[src/rtl/bar_graph_scheduler.sv]
// Walks every bar slot in order, erasing each column in background colour and redrawing it at its stored height.
// One slot per erase/draw pass of the external drawer; start and writes are accepted only while idle.
module bar_graph_scheduler #(
  parameter int         NUM_BARS   = 8,
  parameter int         BAR_PITCH  = 12,
  parameter int         BASE_X     = 20,
  parameter int         BASE_Y     = 220,
  parameter int         MAX_HEIGHT = 200,
  parameter logic [2:0] BAR_COLOUR = 3'b010,
  parameter logic [2:0] BG_COLOUR  = 3'b000
) (
  input  logic       clk,
  input  logic       resetn,
  input  logic       start,
  input  logic       wr_en,
  input  logic [2:0] wr_idx,
  input  logic [7:0] wr_height,
  input  logic       drawer_done,
  output logic       drawer_resetn,
  output logic       drawer_enable,
  output logic [8:0] drawer_start_x,
  output logic [7:0] drawer_start_y,
  output logic [7:0] drawer_height,
  output logic [2:0] colour,
  output logic       plot,
  output logic       busy,
  output logic       done
);

  localparam logic [7:0] MAX_H     = 8'(MAX_HEIGHT);
  localparam logic [3:0] NB        = 4'(NUM_BARS);
  localparam logic [2:0] LAST_SLOT = 3'(NUM_BARS - 1);
  localparam logic [8:0] X0        = 9'(BASE_X);
  localparam logic [8:0] PITCH     = 9'(BAR_PITCH);

  typedef enum logic [2:0] {
    IDLE  = 3'd0,
    CLR_E = 3'd1,
    ERASE = 3'd2,
    CLR_D = 3'd3,
    DRAW  = 3'd4,
    NEXT  = 3'd5,
    FIN   = 3'd6
  } state_t;

  state_t     state, state_nxt;
  logic [2:0] slot, slot_nxt;
  logic [7:0] heights [8];
  logic [7:0] cur_h;
  logic       wr_ok;
  logic [7:0] wr_val;

  assign cur_h  = heights[slot];
  assign wr_ok  = wr_en && (state == IDLE) && ({1'b0, wr_idx} < NB);
  assign wr_val = (wr_height > MAX_H) ? MAX_H : wr_height;

  always_comb begin
    state_nxt = state;
    slot_nxt  = slot;
    unique case (state)
      IDLE: begin
        if (start) begin
          state_nxt = CLR_E;
          slot_nxt  = 3'd0;
        end
      end
      CLR_E: state_nxt = ERASE;
      ERASE: begin
        if (drawer_done) state_nxt = (cur_h != 8'd0) ? CLR_D : NEXT;
      end
      CLR_D: state_nxt = DRAW;
      DRAW: begin
        if (drawer_done) state_nxt = NEXT;
      end
      NEXT: begin
        if (slot == LAST_SLOT) begin
          state_nxt = FIN;
        end else begin
          state_nxt = CLR_E;
          slot_nxt  = slot + 3'd1;
        end
      end
      FIN:     state_nxt = IDLE;
      default: state_nxt = IDLE;
    endcase
  end

  always_ff @(posedge clk or negedge resetn) begin
    if (!resetn) begin
      state <= IDLE;
      slot  <= 3'd0;
    end else begin
      state <= state_nxt;
      slot  <= slot_nxt;
    end
  end

  always_ff @(posedge clk or negedge resetn) begin
    if (!resetn) begin
      for (int i = 0; i < 8; i++) heights[i] <= 8'd0;
    end else if (wr_ok) begin
      heights[wr_idx] <= wr_val;
    end
  end

  // Outputs are registered from the next state so each phase sees them in its own cycle.
  always_ff @(posedge clk or negedge resetn) begin
    if (!resetn) begin
      drawer_resetn <= 1'b0;
      drawer_enable <= 1'b0;
      busy          <= 1'b0;
      done          <= 1'b0;
      colour        <= BG_COLOUR;
      drawer_height <= 8'd0;
    end else begin
      drawer_resetn <= !((state_nxt == CLR_E) || (state_nxt == CLR_D));
      drawer_enable <= (state_nxt == ERASE) || (state_nxt == DRAW);
      busy          <= (state_nxt != IDLE);
      done          <= (state_nxt == FIN);
      if (state_nxt == CLR_E) begin
        colour        <= BG_COLOUR;
        drawer_height <= MAX_H;
      end else if (state_nxt == CLR_D) begin
        colour        <= BAR_COLOUR;
        drawer_height <= cur_h;
      end
    end
  end

  assign drawer_start_x = X0 + 9'(slot) * PITCH;
  assign drawer_start_y = 8'(BASE_Y);
  assign plot           = drawer_enable & ~drawer_done;

endmodule

[config.mk]
export PLATFORM = sky130hd
export DESIGN_NAME = bar_graph_scheduler
export DESIGN_NICKNAME = d
export VERILOG_FILES = /design/src/rtl/bar_graph_scheduler.sv
export SDC_FILE = /design/constraint.sdc
export NUM_CORES = 1
export LEC_CHECK = 0
export BUFFER_PORTS_ARGS = -buffer_cell sky130_fd_sc_hd__buf_2
export CORE_MARGIN = 2
export CORE_UTILIZATION = 40
export DETAILED_ROUTE_END_ITERATION = 8
export GPL_ROUTABILITY_DRIVEN = 0
export REMOVE_ABC_BUFFERS = 1
export SYNTH_ARGS = -nofsm -noshare
export SYNTH_HDL_FRONTEND = slang
export SYNTH_SLANG_ARGS = --single-unit
[constraint.sdc]
create_clock -name clk -period 6.4 [get_ports clk]
set_clock_uncertainty 0.15 [all_clocks]
set_input_delay 0.64 -clock clk [delete_from_list [all_inputs] [get_ports clk]]
set_output_delay 0.64 -clock clk [all_outputs]
set_load 0.005 [all_outputs]
; ---- Word-level counts from Yosys, hierarchy flattened
; Cells that the tools add are included.
[classes]
n_addsub = 2
multipliers = 1
n_lt_le_gt_ge = 4
eq_ne = 13
mux = 20
bitwise = 4
n_reduce_logical = 11
[ops]
columns = op, count
row1 = 64-bit bitwise mux, 1
row2 = 8-bit two-way mux, 6
row3 = 3-bit two-way mux, 9
row4 = 8-bit binary-select mux with 3-bit select, 1
row5 = 8-bit demux with 3-bit select, 1
row6 = 3-bit case mux with 6 select lines, 1
row7 = "3-bit equality test, second input constant", 5
row8 = "3-bit by 2-bit equality test with 1-bit output, second input constant", 4
row9 = "5-bit by 7-bit adder with 8-bit output, first input constant", 1
row10 = "4-bit greater-or-equal comparator, second input constant", 2
row11 = "8-bit > comparator, second input constant", 1
row12 = 3-bit inverter with 4-bit output, 2
row13 = 8-bit nonzero test, 1
row14 = "3-bit by 1-bit equality test with 1-bit output, second input constant", 2
row15 = 3-bit case mux with 2 select lines, 1
row16 = "3-bit by 2-bit multiplier with 5-bit output, second input constant", 1
row17 = "4-bit by 1-bit less-than comparator with 1-bit output, second input constant", 1
row18 = "2-bit inequality test, second input constant", 2
row19 = 2-bit nonzero test, 2
row20 = "3-bit by 1-bit adder with 3-bit output, second input constant", 1
row21 = 3-bit logical NOT, 1
row22 = 3-bit AND reduction, 1
row23 = 3-bit nonzero test, 1
row24 = 1-bit logical AND, 2
row25 = 4 further kinds, 5
[totals]
reg_bits = 85
input_bits = 16
output_inout_bits = 33
word_cells = 71

; ---- Logic depth before layout (Yosys ltp)
[depth]
depth_word = 11
depth_mapped = 7
depth_no_buf = 7

; ---- Least setup slack after synthesis
; Ideal clock, no wire load.
[synth_timing]
path_kind = register to register
startpoint = register slot[0]
endpoint = register busy
t_arrival_ns = 2.161
slack_ns = 3.962
stages_incl_launch_ff = 7
period_less_slack_ns = 2.438
path_cell_list = dfrtp_1 > buf_6 > mux4_1 > mux2_4 > nor4b_4 > nand3_2 > a311o_1
[synth_via]
elab_chain_cells = 9
word_cells_on_any_way = 11
cone_classes = 1 x eq/ne / 7 x mux / 1 x bitwise / 2 x reduce/logical
[synth_lines]
columns = item, line_no
row1 = start: declaration, 47  ; logic [2:0] slot, slot_nxt;
row2 = start signal: assignment, 94  ; slot <= slot_nxt;
row3 = 3-bit inverter with 4-bit output (not written as such), 53  ; assign cur_h = heights[slot];
row4 = 8-bit binary-select mux with 3-bit select, 53
row5 = 8-bit two-way mux (not written as such) (2 in a row), 53
row6 = 8-bit nonzero test, 69  ; if (drawer_done) state_nxt = (cur_h != 8'd0) ? CLR_D : NEXT;
row7 = 3-bit two-way mux (2 in a row), 69
row8 = 3-bit case mux with 6 select lines (*), 60  ; unique case (state)
row9 = 3-bit nonzero test (*), 118  ; busy <= (state_nxt != IDLE);
row10 = end signal: assignment, 118
row11 = end: declaration, 26  ; output logic busy,
; Every way passes the cells marked *; elsewhere a longest branch is shown, timed or not. The select of a mux whose other input is x is not followed.
; A chain may end at the register's enable or synchronous reset.

; ---- Worst setup path after layout
[layout_timing]
startpoint = register slot[2]
endpoint = output port drawer_start_x[7]
[layout_via]
elab_chain_cells = 2
[layout_lines]
columns = item, line_no
row1 = 3-bit by 2-bit multiplier with 5-bit output, 130  ; assign drawer_start_x = X0 + 9'(slot) * PITCH;
row2 = 5-bit by 7-bit adder with 8-bit output, 130
row3 = end: declaration, 21  ; output logic [8:0] drawer_start_x,
; No other way between the ends.

==> results.sh <==
export IMPL_holdCritPathClass="input port to asynchronous set/reset pin"
export IMPL_grt_usage_pct=16.9
export IMPL_cts_resized=0
export IMPL_p_leak_nw=2.09
export IMPL_first_pass_iters=4
export IMPL_postSynthAreaPerCell_um2=12.2
export IMPL_drt_iter0_drc=70
export IMPL_async_flop_share_pct=100
export IMPL_final_nets=387
export IMPL_ant_nets=0
export IMPL_htree_levels=3
export IMPL_rsz0062_at_grt="no"
export IMPL_path_clk_slew_ns=0.08
export IMPL_grt_first_pass_wirelength_um=14400
export IMPL_final_common_cell="dfrtp_1"
export IMPL_cpMaxStageDelayCell="dfrtp_1"
export IMPL_worst_pin_slew_ns=1.05
export IMPL_cts_buffer_depth=2
export IMPL_post_route_util_pct=46.0
export IMPL_fin_crit_ns=3.24
export IMPL_cellPowerDensity_mw_per_mm2=447
export IMPL_grt_start_max_net_pins=84
export IMPL_io_pins=49
export IMPL_cp_slowest_stage_delay_ns=0.98
export IMPL_p_clk_share_pct=21.8
export IMPL_clock_latency_ns=0.36
export IMPL_final_cell_mix="dfrtp_1 (83), nand2_1 (45), mux2_2 (39)"
export IMPL_postCtsSetupBuffers=0
export IMPL_p_int_w=0.00137
export IMPL_drive_gt1_share_pct=29.1
export IMPL_cp_start_kind="flip-flop"
export IMPL_min_period_over_period_pct=50.6
export IMPL_cap_violations=0
export IMPL_worstSetupEndpointType="output pin"
export IMPL_dp_cells=486
export IMPL_routedWlPerCell_um=17.2
export IMPL_port_buffers=35
export IMPL_dieWidth_um=105
export IMPL_swShare_pct=32.2
export IMPL_ys_seq_area_share_pct=50.9
export IMPL_wirelength_um=8630
export IMPL_cts_hold_buffers=0
export IMPL_die_y_um=105
export IMPL_combPwrFrac_pct=33.9
export IMPL_core_area_mm2=0.00986
export IMPL_total_power_w=0.00203
export IMPL_fmax_ghz=0.309
export IMPL_start_util_pct=41.4
export IMPL_crit_required_ns=5.61
export IMPL_dieArea_mm2=0.0110
export IMPL_remaining_drc_errors=0
export IMPL_cp_max_fo=22
export IMPL_p_seq_share_pct=44.3
export IMPL_hpwl_um=5940
export IMPL_rows=36
export IMPL_synthFlopType="dfrtp_1"
export IMPL_fin_area_mm2=0.00454
export IMPL_clkSinkCount=83
export IMPL_numCtsBuffers=9
export IMPL_final_hold_violation_count=0
export IMPL_synth_edf_count=0
export IMPL_outcome="finished clean"
export IMPL_postPlaceCellArea_mm2=0.00431
export IMPL_cts_tree="built"
export IMPL_arrival_ns=2.45
export IMPL_vias_per_cell=5.16
export IMPL_syn2layout_area_growth_pct=11.1
export IMPL_syn_inst=335
export IMPL_synth_cell_types=46
export IMPL_maxSlewViolCount=0
export IMPL_power_switching_w=0.000654
export IMPL_vias=2583
export IMPL_setup_viol=0
export IMPL_synth_top_area_share_pct=50.9
export IMPL_finalNonFillerCells=501
export IMPL_synth_area_leaders="dfrtp_1 (51%), mux2_2 (11%), mux4_1 (5.1%), mux4_2 (4.4%), nand2_1 (4.1%)"
export IMPL_yosys_warnings=0
export IMPL_yosys_register_bits=83
export IMPL_path_class="flip-flop to output pin"
export IMPL_diodes=0
export IMPL_grt_ovfl_total=0
export IMPL_synth_top_cell_by_area="dfrtp_1"
export IMPL_root_buffer="clkbuf_8"
export IMPL_antenna_found_initial=0
export IMPL_synthesis_area_mm2=0.00408
export IMPL_critical_path_cell_chain="inv_1 > fa_1 > xnor2_1 > and3_1 > buf_2"
export IMPL_first_global_vias=2635
export IMPL_timing_critical_path_buf_inv=2
export IMPL_relSlewSlack_pct=29.8
export IMPL_ir_drop_mv=0.152
export IMPL_setup_tns_ns=0
export IMPL_cp_top_family="flip-flops"
[cell usage after synthesis, types with 2 or more instances]
| cell type | number |
|---|---|
| xor2_1 | 2 |
| nand2_1 | 45 |
| fa_1 | 2 |
| conb_1 | 2 |
| inv_1 | 6 |
| buf_2 | 3 |
| o21ai_0 | 31 |
| mux2i_1 | 8 |
| nor2_1 | 13 |
| mux2_2 | 39 |
| and3_1 | 2 |
| nand3_1 | 3 |
| buf_4 | 14 |
| mux4_1 | 8 |
| a21oi_1 | 7 |
| nor3b_2 | 2 |
| and2_1 | 6 |
| mux4_2 | 8 |
| clkbuf_1 | 12 |
| nor2b_1 | 3 |
| xnor2_1 | 2 |
| a21o_1 | 2 |
| dfrtp_1 | 83 |
| ha_1 | 5 |
| o22ai_1 | 5 |
| nand3b_1 | 2 |
[power by group through the flow]
stage / Clock (W) / Combinational [W] / Sequential [W]
floorplan: 0 / 0.000509 / 0.000870
global placement: 0 / 0.000677 / 0.000900
detailed placement: 0 / 0.000697 / 0.000910
CTS: 0.000452 / 0.000698 / 0.000899
global route: 0.000476 / 0.000766 / 0.000931
finish: 0.000442 / 0.000687 / 0.000897
[sequential cells by signal (all words and copies together) (netlist names)]
register and cells:
colour 1, busy 1, state 3, done 1, heights 64, drawer_resetn 1
slot 3, drawer_enable 1, drawer_height 8
[cells by family (layout without fill, tap and decap cells)]
group / count (synthesis) / count (layout) / synth area share (%)
AOI/OAI and AO/OA: 53 / 53 / 7.51
xor gates and xnor gates: 4 / 4 / 0.858
adders and majority gates: 7 / 7 / 2.51
buffers and inverters: 37 / 59 / 4.96
DFF: 83 / 83 / 50.9
muxes: 64 / 64 / 22.6
other: 2 / 13 / 0.184
and+or+nand+nor: 85 / 85 / 10.5
[through the flow]
| stage | setup slack [ns] | hold slack, ns |
|---|---|---|
| 2_1_floorplan | 3.52 | 0.194 |
| 3_3_place_gp | 3.44 | 0.304 |
| 3_5_place_dp | 3.36 | 0.314 |
| 4_1_cts | 3.12 | 0.333 |
| 5_1_grt | 2.97 | 0.361 |
| 6_report | 3.16 | 0.317 |
[layer usage]
metal	up-vias	global-route usage, %	wire (um)
li1	1224	-	-
met1	1282	23.3	4120
met2	69	26.8	4000
met3	8	4.62	414
met4	0	3.52	90
met5	-	0	0
[cell type report]
| type | count | area (um2) |
|---|---|---|
| Inverter | 7 | 26.3 |
| Multi-Input combinational cell | 226 | 1850 |
| Tap cell | 133 | 166 |
| Sequential cell | 83 | 2080 |
| Clock inverter | 5 | 103 |
| Fill cell | 907 | 5330 |
| Clock buffer | 10 | 128 |
| Timing Repair Buffer | 37 | 193 |
[worst register-to-register path: stages (launching register included)]
cell and delay, ns:
dfrtp_1 0.63, buf_4 0.35, mux4_1 0.57, mux2_2 0.31
nor4b_4 0.38, nand3_2 0.14, a311o_1 0.37
[worst paths after layout]
kind | endpoint | start | slack, ns | cells after the start
max in group asynchronous | drawer_height[7]$_DFFE_PN0P_ | resetn | 5.11 | 1
setup / recovery | drawer_start_x[7] | slot[2]$_DFFE_PN0P_ | 3.16 | 5
min in group clk | heights[48]$_DFFE_PN0P_ | heights[48]$_DFFE_PN0P_ | 0.33 | 2
hold reg to reg | heights[48]$_DFFE_PN0P_ | heights[48]$_DFFE_PN0P_ | 0.33 | 2
setup reg to reg | busy$_DFF_PN0_ | slot[0]$_DFFE_PN0P_ | 3.40 | 6
hold / removal | heights[51]$_DFFE_PN0P_ | resetn | 0.32 | 1
Note: power is estimated with default switching activity, not from simulation.
